--- src/rtl/layer_input_loader.sv ---
`default_nettype none
// ============================================================================
// Module   : layer_input_loader
// Brief    : Collects NUM_INPUTS serial signed samples into a parallel frame
//            and hands it to a dense layer. Optional framing check via
//            LAYER_INPUT_LAST_CHECK_EN.
// Revision : 1.0 - initial release
// ============================================================================
module layer_input_loader #(
    parameter int DATA_WIDTH = 32,
    parameter int NUM_INPUTS = 16
) (
    input  logic                         clock,
    input  logic                         reset,
    input  logic signed [DATA_WIDTH-1:0] in_data,
    input  logic                         in_valid,
`ifdef LAYER_INPUT_LAST_CHECK_EN
    input  logic                         in_last,
`endif
    output logic                         in_ready,
    input  logic                         layer_done,
    output logic signed [DATA_WIDTH-1:0] inputs [NUM_INPUTS],
    output logic                         inputs_ready,
    output logic                         busy,
    output logic                         frame_error
);

    localparam int                   c_count_w    = (NUM_INPUTS > 2) ? $clog2(NUM_INPUTS) : 1;
    localparam logic [c_count_w-1:0] c_last_idx   = c_count_w'(NUM_INPUTS - 1);
    localparam logic [1:0]           c_st_fill    = 2'd0;
    localparam logic [1:0]           c_st_present = 2'd1;
    localparam logic [1:0]           c_st_wait    = 2'd2;

    logic [1:0]                   r_state;
    logic [1:0]                   w_next_state;
    logic [c_count_w-1:0]         r_count;
    logic signed [DATA_WIDTH-1:0] r_inputs [NUM_INPUTS];
    logic                         w_at_last;
    logic                         w_store;
    logic                         w_wrap;
`ifdef LAYER_INPUT_LAST_CHECK_EN
    logic                         w_error;
    logic                         r_frame_error;
`endif

    assign w_at_last = (r_count == c_last_idx);

    always_ff @(posedge clock) begin
        if (reset) begin
            r_state <= c_st_fill;
        end else begin
            r_state <= w_next_state;
        end
    end

    always_comb begin
        w_next_state = r_state;
        in_ready     = 1'b0;
        inputs_ready = 1'b0;
        busy         = 1'b0;
        w_store      = 1'b0;
        w_wrap       = 1'b0;
`ifdef LAYER_INPUT_LAST_CHECK_EN
        w_error      = 1'b0;
`endif
        case (r_state)
            c_st_fill: begin
                in_ready = 1'b1;
                if (in_valid) begin
`ifdef LAYER_INPUT_LAST_CHECK_EN
                    // A last flag that disagrees with the position aborts the frame.
                    if (in_last != w_at_last) begin
                        w_error = 1'b1;
                        w_wrap  = 1'b1;
                    end else begin
                        w_store = 1'b1;
                        if (w_at_last) begin
                            w_wrap       = 1'b1;
                            w_next_state = c_st_present;
                        end
                    end
`else
                    w_store = 1'b1;
                    if (w_at_last) begin
                        w_wrap       = 1'b1;
                        w_next_state = c_st_present;
                    end
`endif
                end
            end
            c_st_present: begin
                inputs_ready = 1'b1;
                busy         = 1'b1;
                w_next_state = c_st_wait;
            end
            c_st_wait: begin
                busy = 1'b1;
                if (layer_done) begin
                    w_next_state = c_st_fill;
                end
            end
            default: begin
                w_next_state = c_st_fill;
            end
        endcase
    end

    always_ff @(posedge clock) begin
        if (reset) begin
            r_count <= '0;
            for (int i = 0; i < NUM_INPUTS; i++) begin
                r_inputs[i] <= '0;
            end
        end else begin
            if (w_store) begin
                r_inputs[r_count] <= in_data;
            end
            if (w_wrap) begin
                r_count <= '0;
            end else if (w_store) begin
                r_count <= r_count + c_count_w'(1);
            end
        end
    end

`ifdef LAYER_INPUT_LAST_CHECK_EN
    always_ff @(posedge clock) begin
        if (reset) begin
            r_frame_error <= 1'b0;
        end else begin
            r_frame_error <= w_error;
        end
    end
    assign frame_error = r_frame_error;
`else
    assign frame_error = 1'b0;
`endif

    generate
        for (genvar gi = 0; gi < NUM_INPUTS; gi++) begin : g_out
            assign inputs[gi] = r_inputs[gi];
        end
    endgenerate

endmodule
`default_nettype wire

--- config.mk ---
export PLATFORM = sky130hd
export DESIGN_NAME = layer_input_loader
export DESIGN_NICKNAME = d
export VERILOG_FILES = /design/src/rtl/layer_input_loader.sv
export SDC_FILE = /design/constraint.sdc
export NUM_CORES = 1
export LEC_CHECK = 0
export ABC_CLOCK_PERIOD_IN_PS = 2700
export CELL_PAD_IN_SITES_DETAIL_PLACEMENT = 0
export CELL_PAD_IN_SITES_GLOBAL_PLACEMENT = 1
export CORE_ASPECT_RATIO = 0.8
export CORE_MARGIN = 1.5
export CORE_UTILIZATION = 39
export CTS_CLUSTER_DIAMETER = 40
export DETAILED_ROUTE_END_ITERATION = 8
export HOLD_SLACK_MARGIN = 0.12
export MAX_ROUTING_LAYER = met4
export PLACE_DENSITY_LB_ADDON = 0.1
export SETUP_SLACK_MARGIN = 0.3
export SKIP_LAST_GASP = 1
export SLEW_MARGIN = 20
export SYNTH_ARGS = -nofsm -noshare
export SYNTH_HDL_FRONTEND = slang
export SYNTH_SLANG_ARGS = --single-unit
--- constraint.sdc ---
create_clock -name clock -period 2.7 [get_ports clock]
set_clock_uncertainty 0.15 [all_clocks]
set_input_delay 0.405 -clock clock [delete_from_list [all_inputs] [get_ports clock]]
set_output_delay 0.405 -clock clock [all_outputs]
set_load 0.01 [all_outputs]
==> metrics.cfg <==
[power]
leakagePower_uw=0.0109
power_frac_seq=0.447
intPower_uw=16000
switching_share=0.224
switchingPower_uw=4630
comb_power_share=0.073
power_uw=20600
clock_power_share=0.480
power.density_mw_per_mm2=714
ir_drop_mv=0.497

[placed_design]
dp_cells=2408
io_buffers=550
gp_congestion=0.822
hpwlAfterDp_mm=43.7

[drt]
viasPerCell=4.68
via_count=11900
drt_first_iter_violations=819
detail_route.wl_per_cell_um=25.5
routed_wl_mm=64.7
route.detailed.drc=0
postRouteAntennaNets=0
dr.pass1.iters=5

[clock_tree]
cts_tree=yes
holdBufCountCts=0
cts_buffers=71
cts_root_buffer=clkbuf_16
cts_buffer_depth=3
cts.sinks=518
htreeDepth=3
clkTransAtPathRegs_ns=0.06
cts_setup_buffers=0
clock_latency_ns=0.59

[grt]
antenna_found_initial=8
grt_pass1_vias=11700
grt_pass1_wl_mm=88.5
grt_max_degree=33
grt.overflow.total=0
grt_use_total=0.256

[sta]
min_period_ns=2.32
slew_viol_final=0
maxSlewHeadroom=0.487
hold_viol_final=0
setup_viol=0
tns_ns=0
tightest_slew_ns=0.770
hold_ws_ns=0.361
fmax_ghz=0.432
min_period_over_period=0.858
rsz0062_at_grt=no

[floorplanning]
rows=73
die_area_mm2=0.0520
die_h_um=204
die_x_um=254
core_area_mm2=0.0498
initial_core_util=0.396
io_pins=552

[setup_path]
critPathTopFamily=buffers and inverters
crit_chain=inv_1, ha_1, clkdlybuf4s50_1
required_ns=2.14
cp_data_arrival_time_ns=1.76
crit_path_start_kind=flip-flop
cp_slowest_cell=clkdlybuf4s50_1
slowest_delay_ns=0.56
critical_path_class=flip-flop to primary output
path_buf_inv=2
crit_path_end_kind=primary output
critPathMaxFanout=3

[layout]
drive_gt1_frac=0.126
area_growth_syn_to_layout_pct=46.6
finalNonFillerCells=2541
finalNetCount=1851
layout_common_cells=548 x clkdlybuf4s50_1, 512 x and2_1, 512 x edfxtp_1
final_common_cell=clkdlybuf4s50_1

[yosys]
synth_area_mm2=0.0197
ys_warn_count=0
syn_nets=1241
yosysUniqueCellTypes=33
synth_top_area_cell=edfxtp_1
synth.avg_cell_area_um2=16.5
netlist_top_cells_area=edfxtp_1 78%, and2_1 16%, clkbuf_1 0.65%
synth_top_cell_area_share=0.779
synthCells=1196
ys_seq_elements=518
ys_seq_area_frac=0.785

[run]
max-cap-violations=0

[status]
status=complete, no violations

[worst_hold_path]
hp-class=flip-flop to flip-flop

synthesized netlist by cell type:
| library cell | number |
|---|---|
| buf_4 | 5 |
| ha_1 | 9 |
| conb_1 | 1 |
| xnor2_1 | 1 |
| mux2i_1 | 1 |
| and3_1 | 1 |
| nand3_1 | 3 |
| buf_2 | 24 |
| nor3_2 | 4 |
| o21ai_0 | 1 |
| or3_1 | 1 |
| nand2_1 | 3 |
| nand2b_1 | 4 |
| clkbuf_1 | 34 |
| clkbuf_2 | 24 |
| xor2_1 | 1 |
| nand4b_4 | 3 |
| nor2_2 | 11 |
| inv_1 | 6 |
| a311oi_1 | 1 |
| nor2_1 | 2 |
| a31oi_1 | 1 |
| a21oi_1 | 2 |
| and2_1 | 512 |
| a31o_2 | 1 |
| nand3b_1 | 1 |
| nand2b_4 | 2 |
| nor3_4 | 1 |
| edfxtp_1 | 512 |
| nand4b_2 | 1 |
| or2_2 | 16 |
| o211ai_1 | 1 |
| dfxtp_1 | 6 |
cell type report:
class / instances / area [um^2]
Antenna cell: 4 / 10.0
Tap cell: 675 / 845
Inverter: 6 / 22.5
Fill cell: 3944 / 20800
Clock buffer: 78 / 1890
Multi-Input combinational cell: 585 / 3840
Clock inverter: 51 / 632
Timing Repair Buffer: 624 / 6200
Sequential cell: 518 / 15500
power groups by stage:
| stage | clock [uW] | combinational (uW) | sequential, uW |
|---|---|---|---|
| 2_1_floorplan | 0 | 245 | 9570 |
| 3_3_place_gp | 0 | 1520 | 9400 |
| 3_5_place_dp | 0 | 1520 | 9410 |
| 4_1_cts | 10000 | 1530 | 9240 |
| 5_1_grt | 10400 | 1570 | 9260 |
| 6_report | 9910 | 1500 | 9240 |
what timing repair did:
action,4_1_cts,5_1_grt
setup endpoints to repair,2,95
cloned,0,0
gates resized for setup,2,4
worst register-to-register path: cells and delay by family (launching register included):
kind,cells,cell delay [ns]
adder cells (fa/ha/maj),1,0.29
buffers and inverters,1,0.10
flip-flops,1,0.33
AND/OR/NAND/NOR,3,0.98
flip-flops by register name (all words and copies together) (netlist names):
signal and flops:
r_inputs 512, r_count 4, r_state 2
per-layer routing:
layer / up-vias / share of wire / wire (um) / global-route usage
met1: 5959 / 0.40 / 25800 / 0.315
li1: 5376 / - / - / -
met3: 82 / 0.087 / 5620 / 0.0772
met5: - / 0 / 0 / -
met4: 0 / 0.023 / 1500 / 0.0759
met2: 474 / 0.49 / 31800 / 0.409
metrics by stage:
stage	utilization	worst slack (ns)	area [um^2]
finish	0.581	0.383	28900
global route	0.581	0.313	28900
CTS	0.581	0.348	28900
detailed placement	0.530	0.0581	26400
global placement	0.530	0.104	26400
floorplan	-	0.604	19700
cell families (layout without fill, tap and decap cells):
family | after synthesis | after routing | share of synthesized area
compound gates | 7 | 7 | 0.00235
other cells | 1 | 5 | 0.000190
fa+ha+maj | 9 | 9 | 0.00571
buf+inv | 93 | 759 | 0.0217
simple gates | 565 | 565 | 0.183
mux | 1 | 1 | 0.000507
flops | 518 | 518 | 0.785
xor+xnor | 2 | 2 | 0.000888
worst paths after layout:
path / slack (ns) / to / cells after the start / start
max: 0.38 / inputs_ready / 3 / r_state[1]
min: 0.36 / r_state[1] / 2 / r_state[1]
max reg2reg: 0.45 / r_inputs[12][8] / 5 / r_state[1]
min reg2reg: 0.36 / r_state[1] / 2 / r_state[1]
Note: power is estimated with default switching activity, not from simulation.
